[src/rtl/vga_fbread_pkg.sv]
// Shared VGA display constants: default 640x480@60 timing, display size,
// bus widths and the pixel word layout used by the display blocks.
package vga_fbread_pkg;

    localparam int unsigned H_FRONT_DEF  = 16;
    localparam int unsigned H_WIDTH_DEF  = 96;
    localparam int unsigned H_BACK_DEF   = 48;
    localparam int unsigned H_PERIOD_DEF = 800;
    localparam int unsigned V_FRONT_DEF  = 10;
    localparam int unsigned V_WIDTH_DEF  = 2;
    localparam int unsigned V_BACK_DEF   = 33;
    localparam int unsigned V_PERIOD_DEF = 525;

    localparam int unsigned H_ACTIVE     = 640;
    localparam int unsigned V_ACTIVE     = 480;
    localparam int unsigned FRAME_PIXELS = H_ACTIVE * V_ACTIVE;   // 307200, also buffer 1 base

    localparam int unsigned ADDR_W = 20;
    localparam int unsigned OFFS_W = 19;
    localparam int unsigned CHAN_W = 4;
    localparam int unsigned RGB_W  = 3 * CHAN_W;

    // Frame memory word {R,G,B}
    typedef struct packed {
        logic [CHAN_W-1:0] r;
        logic [CHAN_W-1:0] g;
        logic [CHAN_W-1:0] b;
    } rgb_t;

endpackage

[src/rtl/vga_timing.sv]
// Pixel-enable divider and H/V counters with stage-0 sync/display decodes.
// Ports: clk_i, rst_ni (async active-low); pen_c_o pixel enable (1 in 4 clk);
// frame_top_c_o counters at (0,0); hs_act_c_o / vs_act_c_o sync active;
// disp_c_o counters inside the display region. All _c_o are decodes of
// registered counters.
module vga_timing
    import vga_fbread_pkg::*;
#(
    parameter int unsigned HFRONT  = H_FRONT_DEF,
    parameter int unsigned HWIDTH  = H_WIDTH_DEF,
    parameter int unsigned HBACK   = H_BACK_DEF,
    parameter int unsigned HPERIOD = H_PERIOD_DEF,
    parameter int unsigned VFRONT  = V_FRONT_DEF,
    parameter int unsigned VWIDTH  = V_WIDTH_DEF,
    parameter int unsigned VBACK   = V_BACK_DEF,
    parameter int unsigned VPERIOD = V_PERIOD_DEF
) (
    input  logic clk_i,
    input  logic rst_ni,
    output logic pen_c_o,
    output logic frame_top_c_o,
    output logic hs_act_c_o,
    output logic vs_act_c_o,
    output logic disp_c_o
);

    localparam int unsigned HW = $clog2(HPERIOD);
    localparam int unsigned VW = $clog2(VPERIOD);

    localparam logic [HW-1:0] H_SYNC_S = HW'(HFRONT);
    localparam logic [HW-1:0] H_SYNC_E = HW'(HFRONT + HWIDTH);
    localparam logic [HW-1:0] H_DISP_S = HW'(HFRONT + HWIDTH + HBACK);
    localparam logic [HW-1:0] H_LAST   = HW'(HPERIOD - 1);
    localparam logic [VW-1:0] V_SYNC_S = VW'(VFRONT);
    localparam logic [VW-1:0] V_SYNC_E = VW'(VFRONT + VWIDTH);
    localparam logic [VW-1:0] V_DISP_S = VW'(VFRONT + VWIDTH + VBACK);
    localparam logic [VW-1:0] V_LAST   = VW'(VPERIOD - 1);

    logic [1:0]    div_q;
    logic [HW-1:0] hcnt_q, hcnt_d;
    logic [VW-1:0] vcnt_q, vcnt_d;

    // First enable lands on the 4th edge after reset release
    assign pen_c_o       = (div_q == 2'd3);
    assign frame_top_c_o = (hcnt_q == '0) && (vcnt_q == '0);
    assign hs_act_c_o    = (hcnt_q >= H_SYNC_S) && (hcnt_q < H_SYNC_E);
    assign vs_act_c_o    = (vcnt_q >= V_SYNC_S) && (vcnt_q < V_SYNC_E);
    assign disp_c_o      = (hcnt_q >= H_DISP_S) && (vcnt_q >= V_DISP_S);

    // Raster counter advance
    always_comb begin
        hcnt_d = hcnt_q;
        vcnt_d = vcnt_q;
        if (pen_c_o) begin
            if (hcnt_q == H_LAST) begin
                hcnt_d = '0;
                vcnt_d = (vcnt_q == V_LAST) ? '0 : vcnt_q + VW'(1);
            end else begin
                hcnt_d = hcnt_q + HW'(1);
            end
        end
    end

    always_ff @(posedge clk_i or negedge rst_ni) begin
        if (!rst_ni) begin
            div_q  <= 2'd0;
            hcnt_q <= '0;
            vcnt_q <= '0;
        end else begin
            div_q  <= div_q + 2'd1;
            hcnt_q <= hcnt_d;
            vcnt_q <= vcnt_d;
        end
    end

endmodule

[src/rtl/vga_fbread.sv]
// Frame-buffer reader: issues one memory read per display pixel and drives
// VGA colour/syncs through a 2-pixel pipeline.
// Ports: CLK, RST (async active-low); FRAME_SEL buffer request sampled at
// frame start; RADDR read address; RDATA word valid one CLK after RADDR;
// VGA_R/G/B colour; VGA_HS/VGA_VS active-low syncs; FRAME_START pulse.
module vga_fbread
    import vga_fbread_pkg::*;
#(
    parameter int unsigned HFRONT  = H_FRONT_DEF,
    parameter int unsigned HWIDTH  = H_WIDTH_DEF,
    parameter int unsigned HBACK   = H_BACK_DEF,
    parameter int unsigned HPERIOD = H_PERIOD_DEF,
    parameter int unsigned VFRONT  = V_FRONT_DEF,
    parameter int unsigned VWIDTH  = V_WIDTH_DEF,
    parameter int unsigned VBACK   = V_BACK_DEF,
    parameter int unsigned VPERIOD = V_PERIOD_DEF
) (
    input  logic              CLK,
    input  logic              RST,
    input  logic              FRAME_SEL,
    output logic [ADDR_W-1:0] RADDR,
    input  logic [RGB_W-1:0]  RDATA,
    output logic [CHAN_W-1:0] VGA_R,
    output logic [CHAN_W-1:0] VGA_G,
    output logic [CHAN_W-1:0] VGA_B,
    output logic              VGA_HS,
    output logic              VGA_VS,
    output logic              FRAME_START
);

    localparam int unsigned DISP_PIX =
        (HPERIOD - (HFRONT + HWIDTH + HBACK)) * (VPERIOD - (VFRONT + VWIDTH + VBACK));
    localparam logic [OFFS_W-1:0] OFFS_LAST = OFFS_W'(DISP_PIX - 1);

    logic pen, frame_top, hs_act0, vs_act0, disp0;

    vga_timing #(
        .HFRONT (HFRONT),  .HWIDTH (HWIDTH),  .HBACK (HBACK),  .HPERIOD (HPERIOD),
        .VFRONT (VFRONT),  .VWIDTH (VWIDTH),  .VBACK (VBACK),  .VPERIOD (VPERIOD)
    ) u_timing (
        .clk_i         (CLK),
        .rst_ni        (RST),
        .pen_c_o       (pen),
        .frame_top_c_o (frame_top),
        .hs_act_c_o    (hs_act0),
        .vs_act_c_o    (vs_act0),
        .disp_c_o      (disp0)
    );

    logic              buf_q, buf_d;
    logic [OFFS_W-1:0] offset_q, offset_d;
    logic [ADDR_W-1:0] raddr_q, raddr_d;
    logic              hs_act1_q, hs_act1_d;   // stage-1 flags held active-high so reset is all-zero
    logic              vs_act1_q, vs_act1_d;
    logic              disp1_q, disp1_d;
    rgb_t              rgb_q, rgb_d;
    logic              hs_n_q, hs_n_d;
    logic              vs_n_q, vs_n_d;
    logic              fs_q, fs_d;

    // Address generation and output pipeline, all advancing on pixel enable
    always_comb begin
        buf_d     = buf_q;
        offset_d  = offset_q;
        raddr_d   = raddr_q;
        hs_act1_d = hs_act1_q;
        vs_act1_d = vs_act1_q;
        disp1_d   = disp1_q;
        rgb_d     = rgb_q;
        hs_n_d    = hs_n_q;
        vs_n_d    = vs_n_q;
        fs_d      = 1'b0;
        if (pen) begin
            if (frame_top) begin
                buf_d    = FRAME_SEL;
                offset_d = '0;
                fs_d     = 1'b1;
            end
            if (disp0) begin
                raddr_d  = (buf_q ? ADDR_W'(FRAME_PIXELS) : '0) + ADDR_W'(offset_q);
                offset_d = (offset_q == OFFS_LAST) ? '0 : offset_q + OFFS_W'(1);
            end
            hs_act1_d = hs_act0;
            vs_act1_d = vs_act0;
            disp1_d   = disp0;
            // RDATA now holds the word for the stage-1 pixel
            rgb_d     = disp1_q ? rgb_t'(RDATA) : '0;
            hs_n_d    = ~hs_act1_q;
            vs_n_d    = ~vs_act1_q;
        end
    end

    always_ff @(posedge CLK or negedge RST) begin
        if (!RST) begin
            buf_q     <= 1'b0;
            offset_q  <= '0;
            raddr_q   <= '0;
            hs_act1_q <= 1'b0;
            vs_act1_q <= 1'b0;
            disp1_q   <= 1'b0;
            rgb_q     <= '0;
            hs_n_q    <= 1'b1;
            vs_n_q    <= 1'b1;
            fs_q      <= 1'b0;
        end else begin
            buf_q     <= buf_d;
            offset_q  <= offset_d;
            raddr_q   <= raddr_d;
            hs_act1_q <= hs_act1_d;
            vs_act1_q <= vs_act1_d;
            disp1_q   <= disp1_d;
            rgb_q     <= rgb_d;
            hs_n_q    <= hs_n_d;
            vs_n_q    <= vs_n_d;
            fs_q      <= fs_d;
        end
    end

    assign RADDR       = raddr_q;
    assign VGA_R       = rgb_q.r;
    assign VGA_G       = rgb_q.g;
    assign VGA_B       = rgb_q.b;
    assign VGA_HS      = hs_n_q;
    assign VGA_VS      = vs_n_q;
    assign FRAME_START = fs_q;

endmodule

[config.mk]
export PLATFORM = sky130hd
export DESIGN_NAME = vga_fbread
export DESIGN_NICKNAME = d
export VERILOG_FILES = /design/src/rtl/vga_fbread_pkg.sv /design/src/rtl/vga_timing.sv /design/src/rtl/vga_fbread.sv
export SDC_FILE = /design/constraint.sdc
export NUM_CORES = 1
export LEC_CHECK = 0
export ABC_AREA = 0
export CAP_MARGIN = 30
export CELL_PAD_IN_SITES_DETAIL_PLACEMENT = 0
export CELL_PAD_IN_SITES_GLOBAL_PLACEMENT = 1
export CORE_ASPECT_RATIO = 0.75
export CORE_MARGIN = 2
export CORE_UTILIZATION = 45
export CTS_BUF_LIST = sky130_fd_sc_hd__clkbuf_2 sky130_fd_sc_hd__clkbuf_4 sky130_fd_sc_hd__clkbuf_8
export DETAILED_ROUTE_END_ITERATION = 16
export PLACE_DENSITY = 0.79
export SETUP_SLACK_MARGIN = 0.1
export SKIP_CTS_REPAIR_TIMING = 1
export SLEW_MARGIN = 10
export SYNTH_ARGS = -nofsm -noshare
export SYNTH_HDL_FRONTEND = slang
export SYNTH_HIERARCHICAL = 1
export SYNTH_SLANG_ARGS = --single-unit
[constraint.sdc]
create_clock -name CLK -period 2.61 [get_ports CLK]
set_input_delay 0.261 -clock CLK [delete_from_list [all_inputs] [get_ports CLK]]
set_output_delay 0.261 -clock CLK [all_outputs]
set_load 0.02 [all_outputs]
==> flow_metrics.py, run 1 <==
metrics = {
    "logic_synthesis": {
        "synth_edf_count": 0,
        "synth_top_area_cell": "dfrtp_1",
        "syn_nets": 474,
        "synth_area_leaders": "dfrtp_1 (47%), nand2_1 (6.0%), o21ai_0 (4.8%)",
        "yosysWarnings": 6,
        "synth_ff_type": "dfrtp_1",
        "synth-async-reset-ratio_pct": 100,
        "synth_area_um2": 4190,
        "ys_types": 65,
        "avgSynthCellArea_um2": 9.42,
        "synth-seq-cells": 80,
        "syn_inst": 445,
        "yosysSeqAreaShare_pct": 47.8,
        "synth_top_cell_area_share_pct": 46.6,
    },
    "timing": {
        "rsz0062_at_grt": "false",
        "final-hold-violation-count": 0,
        "worst_pin_slew_ns": 0.655,
        "fin_setup_tns_ns": 0,
        "finalSetupViolCount": 0,
        "post-route-min-period_ns": 2.28,
        "maxSlewViolCount": 0,
        "worst_clock_skew_ns": 0.0137,
        "fmax_ghz": 0.438,
        "final.setup.worst_slack_ns": 0.327,
        "max_slew_margin_pct": 56.4,
        "final.period_utilization_pct": 87.5,
    },
    "finish": {
        "mostFrequentLayoutCell": "dfrtp_1",
        "n_fill_cell": 819,
        "syn2layout_area_growth_pct": 19.4,
        "nNetsFinal": 526,
        "final_layout_size_suffix_gt1_share_pct": 10.2,
        "num_antenna_cells": 0,
        "stdcell_count": 630,
        "layout_common_cells": "dfrtp_1 (78), nand2_1 (67), clkdlybuf4s50_1 (48)",
        "final_core_util_pct": 55.3,
    },
    "placed_design": {
        "place_ws_ns": 0.171,
        "dp.cells": 612,
        "gp_congestion": 0.795,
        "hpwl_mm": 6.79,
        "portBuffers": 49,
    },
    "grt": {
        "globalRouteTotalUtil_pct": 20.5,
        "grt_pass1_vias": 3235,
        "grt-ovfl-total": 0,
        "grt_max_degree": 51,
        "grt_first_pass_wirelength_mm": 16.2,
        "antenna_found_initial": 0,
    },
    "clocking": {
        "clkSinkCount": 80,
        "cts_max_level": 3,
        "clock_latency_ns": 0.35,
        "cts_tree": "yes",
        "cts_max_path_buffers": 2,
        "clkTransAtPathRegs_ns": 0.08,
        "root_buffer": "clkbuf_8",
        "cts_buffers": 9,
    },
    "setup_path": {
        "cp-start-kind": "flop",
        "cp_max_fo": 8,
        "crit_chain": "inv_1 -> ha_1 -> a21oi_1 -> o21ai_0 -> a21oi_1 -> buf_4 -> and2_1 -> o21ai_1 -> o41ai_1",
        "arrival_ns": 2.52,
        "critPathMostFrequentCell": "a21oi_1",
        "slowest_stage": "dfrtp_1",
        "critPathTopFamily": "compound AO/OA/AOI/OAI gates",
        "cp.depth": 9,
        "path_class": "reg -> reg",
        "rr_worst_depth": 9,
        "critPathRequiredTime_ns": 2.85,
        "crit_buf_inv": 2,
        "crit_path_max_incr_delay_ns": 0.43,
        "critPathCaptureType": "flop",
    },
    "worst_hold_path": {
        "min_path_type": "reg -> reg",
        "hold_path_depth": 1,
    },
    "route": {
        "vias": 3405,
        "wire_per_inst_um": 15.4,
        "drc": 0,
        "drt_iter0_markers": 276,
        "antenna_left": 0,
        "drtPass1Iterations": 4,
        "finalWirelength_mm": 9.72,
        "viasPerCell": 5.40,
    },
    "pwr": {
        "power_density_nw_per_um2": 457,
        "peakVddDrop_uv": 267,
        "p_leak_nw": 2.17,
        "power_mw": 2.29,
    },
    "die": {
        "die-height_um": 87.6,
        "dieArea_um2": 10100,
        "core.rowCount": 30,
        "fp.dieW_um": 115,
        "start_util_pct": 46.3,
        "num_io_pins": 50,
        "core_area_um2": 9050,
    },
    "run_status": {
        "outcome": "completed",
    },
    "run": {
        "cap_violations": 0,
    },
}
flip-flops by register name (all words and copies together), names as in the netlist:
signal and cells:
FRAME_START 1, RADDR 20, VGA_B 4, VGA_G 4
VGA_HS 1, VGA_R 4, VGA_VS 1, buf_q 1
disp1_q 1, hs_act1_q 1, offset_q 19, u_timing/div_q 2
u_timing/hcnt_q 10, u_timing/vcnt_q 10, vs_act1_q 1
report_power, final:
| part | total (mW) | switching (mW) | internal [mW] |
|---|---|---|---|
| Sequential | 1.24 | 0.00120 | 1.24 |
| Clock | 0.994 | 0.448 | 0.546 |
| Combinational | 0.0541 | 0.0309 | 0.0232 |
per-layer routing:
| layer | vias up | global-route usage (%) | part of all wire [%] |
|---|---|---|---|
| li1 | 1659 | - | - |
| met1 | 1639 | 31.0 | 51 |
| met2 | 103 | 29.2 | 42 |
| met3 | 4 | 5.26 | 6.5 |
| met4 | 0 | 5.37 | 0.72 |
| met5 | - | 0 | 0 |
worst paths after layout:
kind	slack, ns	startpoint	end
worst min-delay path	0.41	hs_act1_q	VGA_HS
worst max-delay path	0.33	u_timing/vcnt_q[0]	offset_q[8]
min in group asynchronous	0.48	RST	RADDR[4]
max in group asynchronous	1.41	RST	VGA_HS
worst min register to register	0.41	hs_act1_q	VGA_HS
worst max register to register	0.33	u_timing/vcnt_q[0]	offset_q[8]
layout make-up:
type	count	area, µm²	share of cell area (%)
repair buffers	65	611	12.2
clock buffers	10	131	2.63
well taps	128	160	3.20
flip-flops and latches	80	2000	40.0
clock inverters	6	85.1	1.70
multi-input cells	307	1890	37.7
inverters	34	128	2.55
per-stage QoR:
stage / instance area, µm² / hold WS (ns)
2_1_floorplan: 4190 / -0.0346
3_3_place_gp: 4770 / 0.333
3_5_place_dp: 4770 / 0.340
4_1_cts: 4990 / -0.0519
5_1_grt: 5000 / 0.440
6_report: 5000 / 0.415
synthesized netlist by cell type (all sizes together), types with 3 or more instances:
cell type and number:
a21oi 7, a31oi 6, and2 5, and3 7, and4 4, buf 5
clkbuf 18, dfrtp 78, ha 13, inv 34, mux2i 4, nand2 68
nand3 34, nand4 16, nor2 24, nor3 7, nor4 4, o2111ai 7
o211ai 4, o21ai 43, or3 3, or4 3, xnor2 9, xor2 7
cell families after synthesis:
family | Yosys count | share of synthesized area, %
simple gates | 186 | 23.1
compound gates | 85 | 12.7
flops | 80 | 47.8
buf+inv | 58 | 7.22
xor+xnor | 16 | 3.34
fa+ha+maj | 14 | 4.36
mux | 6 | 1.49
(Power assumes the default switching activity.)
==> run 2, diff against run 1 <==
==> constraint.sdc (replaced) <==
create_clock -name CLK -period 2.5 [get_ports CLK]
set_input_delay 0.25 -clock CLK [delete_from_list [all_inputs] [get_ports CLK]]
set_output_delay 0.25 -clock CLK [all_outputs]
set_load 0.02 [all_outputs]
==> flow_metrics.py, run 2 (synthesis results as in run 1) <==
metrics = {
    "run_status": {
        "outcome": "completed",
    },
    "route": {
        "vias": 3303,
        "drt_iter0_markers": 171,
        "viasPerCell": 5.28,
        "drc": 0,
        "drtPass1Iterations": 4,
        "antenna_left": 0,
        "wire_per_inst_um": 15.1,
        "finalWirelength_mm": 9.44,
    },
    "grt": {
        "globalRouteTotalUtil_pct": 20.6,
        "grt_max_degree": 48,
        "antenna_found_initial": 0,
        "grt_first_pass_wirelength_mm": 16.1,
        "grt-ovfl-total": 0,
        "grt_pass1_vias": 3138,
    },
    "timing": {
        "post-route-min-period_ns": 2.16,
        "maxSlewViolCount": 0,
        "finalSetupViolCount": 0,
        "worst_clock_skew_ns": 0.00810,
        "fin_setup_tns_ns": 0,
        "final-hold-violation-count": 0,
        "final.period_utilization_pct": 86.2,
        "worst_pin_slew_ns": 0.460,
        "fmax_ghz": 0.464,
        "max_slew_margin_pct": 69.3,
        "rsz0062_at_grt": "false",
    },
    "clocking": {
        "clock_latency_ns": 0.36,
        "clkSinkCount": 80,
        "cts_buffers": 9,
        "cts_max_level": 3,
        "clkTransAtPathRegs_ns": 0.08,
        "cts_tree": "yes",
        "cts_max_path_buffers": 2,
        "root_buffer": "clkbuf_8",
    },
    "finish": {
        "mostFrequentLayoutCell": "dfrtp_1",
        "nNetsFinal": 522,
        "n_fill_cell": 827,
        "num_antenna_cells": 0,
        "final_core_util_pct": 55.0,
        "layout_common_cells": "dfrtp_1 (78), nand2_1 (67), clkdlybuf4s50_1 (48)",
        "final_layout_size_suffix_gt1_share_pct": 9.64,
        "largest_reg_flops": 20,
        "syn2layout_area_growth_pct": 18.7,
    },
    "setup_path": {
        "path_class": "reg -> reg",
        "crit_chain": "inv_1 -> ha_1 -> a21oi_1 -> o21ai_0 -> a21oi_2 -> nand2_2 -> or4b_4 -> o211ai_2",
        "critPathRequiredTime_ns": 2.78,
        "cp-start-kind": "flop",
        "arrival_ns": 2.44,
        "slowest_stage": "or4b_4",
        "crit_buf_inv": 1,
        "rr_worst_depth": 8,
        "critPathCaptureType": "flop",
        "critPathTopFamily": "simple AND/OR/NAND/NOR gates",
        "crit_path_max_incr_delay_ns": 0.55,
        "cp_max_fo": 8,
        "cp.depth": 8,
    },
    "die": {
        "start_util_pct": 46.3,
        "die-height_um": 87.6,
        "core.rowCount": 30,
        "core_area_um2": 9050,
        "fp.dieW_um": 115,
        "num_io_pins": 50,
        "dieArea_um2": 10100,
    },
    "placed_design": {
        "hpwl_mm": 6.64,
        "gp_congestion": 0.837,
        "portBuffers": 49,
    },
    "pwr": {
        "power_density_nw_per_um2": 459,
        "peakVddDrop_uv": 299,
        "power_mw": 2.28,
        "p_leak_nw": 2.15,
    },
    "worst_hold_path": {
        "min_path_type": "in -> async",
    },
    "run": {
        "cap_violations": 0,
    },
}
[run 2: final cells by class]
cell class | instances | area (µm²) | share of cell area, %
Tap cell | 128 | 160 | 3.22
Timing Repair Buffer | 61 | 606 | 12.2
Clock buffer | 10 | 131 | 2.64
Clock inverter | 6 | 60.1 | 1.21
Sequential cell | 80 | 2000 | 40.3
Inverter | 34 | 128 | 2.56
Multi-Input combinational cell | 307 | 1890 | 37.9
[run 2: per-layer routing]
layer / vias to the layer above / wire length (µm) / share of wire, % / global-route usage, %
met5: - / 0 / 0 / 0
met4: 0 / 112 / 1.2 / 5.91
met3: 11 / 499 / 5.3 / 5.19
met2: 78 / 3810 / 40 / 28.3
met1: 1560 / 5020 / 53 / 31.9
li1: 1654 / - / - / -
[run 2: final timing paths]
path	start	endpoint	slack, ns
max	u_timing/vcnt_q[0]	offset_q[16]	0.34
min	RST	offset_q[3]	0.38
max reg2reg	u_timing/vcnt_q[0]	offset_q[16]	0.34
min reg2reg	vs_act1_q	VGA_VS	0.42
max in group asynchronous	RST	VGA_VS	1.47
min in group CLK	vs_act1_q	VGA_VS	0.42
[run 2: per-stage QoR]
stage | instance area (µm²) | hold slack (ns) | instances | setup WS, ns
after floorplan | 4190 | -0.0456 | 445 | 0.360
after global placement | 4770 | 0.232 | 609 | 0.384
after detailed placement | 4770 | 0.242 | 609 | 0.244
after CTS | 4960 | -0.158 | 625 | 0.221
after global routing | 4980 | 0.418 | 626 | 0.159
final | 4980 | 0.385 | 626 | 0.344
[run 2: where the power goes]
part / internal (mW) / leakage (nW) / total, mW / switching (mW)
clock network: 0.467 / 0.0955 / 0.932 / 0.465
registers: 1.29 / 1.09 / 1.30 / 0.00142
logic: 0.0254 / 0.955 / 0.0569 / 0.0315
total: 1.79 / 2.15 / 2.28 / 0.498
==> run 3, diff against run 2 <==
--- a/config.mk
+++ b/config.mk
@@ -14,11 +14,11 @@
 export CORE_UTILIZATION = 45
 export CTS_BUF_LIST = sky130_fd_sc_hd__clkbuf_2 sky130_fd_sc_hd__clkbuf_4 sky130_fd_sc_hd__clkbuf_8
 export DETAILED_ROUTE_END_ITERATION = 16
-export PLACE_DENSITY = 0.79
+export GPL_TIMING_DRIVEN = 0
+export PLACE_DENSITY = 0.78
 export SETUP_SLACK_MARGIN = 0.1
 export SKIP_CTS_REPAIR_TIMING = 1
 export SLEW_MARGIN = 10
 export SYNTH_ARGS = -nofsm -noshare
 export SYNTH_HDL_FRONTEND = slang
-export SYNTH_HIERARCHICAL = 1
 export SYNTH_SLANG_ARGS = --single-unit
==> flow_metrics.py, run 3 <==
metrics = {
    "timing": {
        "fin_setup_tns_ns": 0,
        "worst_pin_slew_ns": 0.507,
        "final.period_utilization_pct": 90.4,
        "max_slew_margin_pct": 65.9,
        "finalSetupViolCount": 0,
        "final-hold-violation-count": 0,
        "final.setup.worst_slack_ns": 0.240,
        "maxSlewViolCount": 0,
        "fmax_ghz": 0.443,
        "worst_clock_skew_ns": 0.0104,
        "post-route-min-period_ns": 2.26,
        "rsz0062_at_grt": "false",
    },
    "finish": {
        "syn2layout_area_growth_pct": 23.1,
        "mostFrequentLayoutCell": "dfrtp_1",
        "n_fill_cell": 765,
        "layout_common_cells": "dfrtp_1 (76), clkdlybuf4s50_1 (48), a31oi_1 (27)",
        "nNetsFinal": 468,
        "stdcell_count": 552,
        "num_antenna_cells": 0,
        "final_area_um2": 4900,
        "largest_reg_flops": 20,
        "final_layout_size_suffix_gt1_share_pct": 15.1,
    },
    "logic_synthesis": {
        "synth_xor_area_share_pct": 3.30,
        "syn_nets": 402,
        "synth_area_leaders": "dfrtp_1 (49%), mux2_2 (5.1%), a31oi_1 (4.2%)",
        "yosysSeqAreaShare_pct": 50.4,
        "netlist_top_cells_count": "dfrtp_1 (78), a31oi_1 (27), nand2_1 (24), nand3_1 (24), nor2_1 (21)",
        "synth_most_common_cell": "dfrtp_1",
        "syn_inst": 373,
        "synth_compound_area_share_pct": 12.9,
        "synth_mux_area_share_pct": 5.35,
        "synth-async-reset-ratio_pct": 100,
        "synth_ff_type": "dfrtp_1",
        "synthAdderAreaFrac_pct": 4.59,
        "synth_top_cell_area_share_pct": 49.1,
        "avgSynthCellArea_um2": 10.7,
        "synth-seq-cells": 80,
        "synth_area_um2": 3980,
        "synthSimpleGateAreaFrac_pct": 19.8,
        "synth_top_family_by_area": "simple AND/OR/NAND/NOR gates",
        "yosysWarnings": 0,
        "ys_types": 54,
        "synth_top_area_cell": "dfrtp_1",
        "synth_edf_count": 0,
    },
    "setup_path": {
        "rr_worst_depth": 9,
        "cp_max_fo": 10,
        "critPathRequiredTime_ns": 2.71,
        "path_class": "reg -> reg",
        "arrival_ns": 2.47,
        "r2r_setup_slack_ns": 0.24,
        "cp-start-kind": "flop",
        "critPathCaptureType": "flop",
    },
    "die": {
        "core_area_um2": 8530,
        "dieArea_um2": 9610,
        "num_io_pins": 50,
        "start_util_pct": 46.6,
        "die-height_um": 85.4,
        "core.rowCount": 29,
        "fp.dieW_um": 113,
    },
    "placed_design": {
        "portBuffers": 49,
        "place_area_um2": 4630,
        "place_ws_ns": -0.0107,
        "dp.cells": 531,
        "hpwl_mm": 6.25,
        "gp_congestion": 0.823,
    },
    "clocking": {
        "clock_latency_ns": 0.35,
        "cts_tree": "yes",
        "cts_max_level": 3,
        "cts_max_path_buffers": 2,
        "root_buffer": "clkbuf_8",
        "clkTransAtPathRegs_ns": 0.08,
        "cts_buffers": 9,
        "clkSinkCount": 80,
    },
    "grt": {
        "globalRouteTotalUtil_pct": 19.5,
        "antenna_found_initial": 0,
        "grt-ovfl-total": 0,
        "grt_first_pass_wirelength_mm": 15.1,
        "grt_max_degree": 58,
        "grt_pass1_vias": 3002,
    },
    "route": {
        "antenna_left": 0,
        "finalWirelength_mm": 8.75,
        "vias": 3132,
        "wire_per_inst_um": 15.9,
        "drtPass1Iterations": 4,
        "viasPerCell": 5.67,
        "drt_iter0_markers": 252,
        "drc": 0,
    },
    "run_status": {
        "outcome": "completed",
    },
    "worst_hold_path": {
        "min_path_type": "in -> async",
    },
    "pwr": {
        "power_mw": 2.34,
        "power_density_nw_per_um2": 479,
        "p_leak_nw": 2.22,
        "peakVddDrop_uv": 376,
    },
    "run": {
        "cap_violations": 0,
    },
}
==> run 3: routing by layer <==
layer | part of all wire (%) | vias up | track usage, %
met5 | 0 | - | 0
met4 | 0.66 | 0 | 4.32
met3 | 5.6 | 5 | 6.00
met2 | 42 | 81 | 27.0
met1 | 52 | 1541 | 30.0
li1 | - | 1505 | -
==> run 3: worst max-delay path, cell delays in order (launching register included) <==
cell,delay (ns)
dfrtp_2,0.44
inv_1,0.10
ha_1,0.20
nor2b_1,0.13
o211a_1,0.28
or3_1,0.41
buf_4,0.21
nand2_2,0.11
buf_6,0.15
a31oi_1,0.09
==> run 3: logic make-up (layout without fill, tap and decap cells) <==
group,count (synthesis),in the layout
and+or+nand+nor,139,139
DFF,80,80
AOI/OAI and AO/OA,74,74
buffers and inverters,32,103
muxes,19,19
xor gates and xnor gates,15,15
adders and majority gates,14,14
==> run 3: final cells by class <==
type	count	area (µm²)	area share [%]
plain buffers	21	109	2.22
clock buffers	13	166	3.40
clock inverters	3	40.0	0.818
multi-input cells	261	1840	37.6
flip-flops and latches	80	2010	41.0
inverters	11	41.3	0.843
well taps	108	135	2.76
repair buffers	55	556	11.3
==> run 3: power by group <==
group	switching [mW]	total (mW)	leakage [nW]	internal, mW
clock	0.454	0.990	0.110	0.536
sequential	0.00185	1.30	1.09	1.29
combinational	0.0308	0.0579	1.02	0.0271
==> run 3: through the flow <==
stage	util, %	hold slack [ns]
finish	57.4	0.349
global route	57.4	0.372
CTS	56.7	-0.203
detailed placement	54.3	0.178
global placement	54.0	0.412
floorplan	-	-0.0456
==> run 3: final timing paths <==
kind | start | endpoint
setup / recovery | u_timing.vcnt_q[0] | offset_q[13]
hold / removal | RST | hs_act1_q
setup reg to reg | u_timing.vcnt_q[0] | offset_q[13]
hold reg to reg | u_timing.div_q[0] | u_timing.div_q[0]
max in group asynchronous | RST | u_timing.vcnt_q[1]
min in group CLK | u_timing.div_q[0] | u_timing.div_q[0]
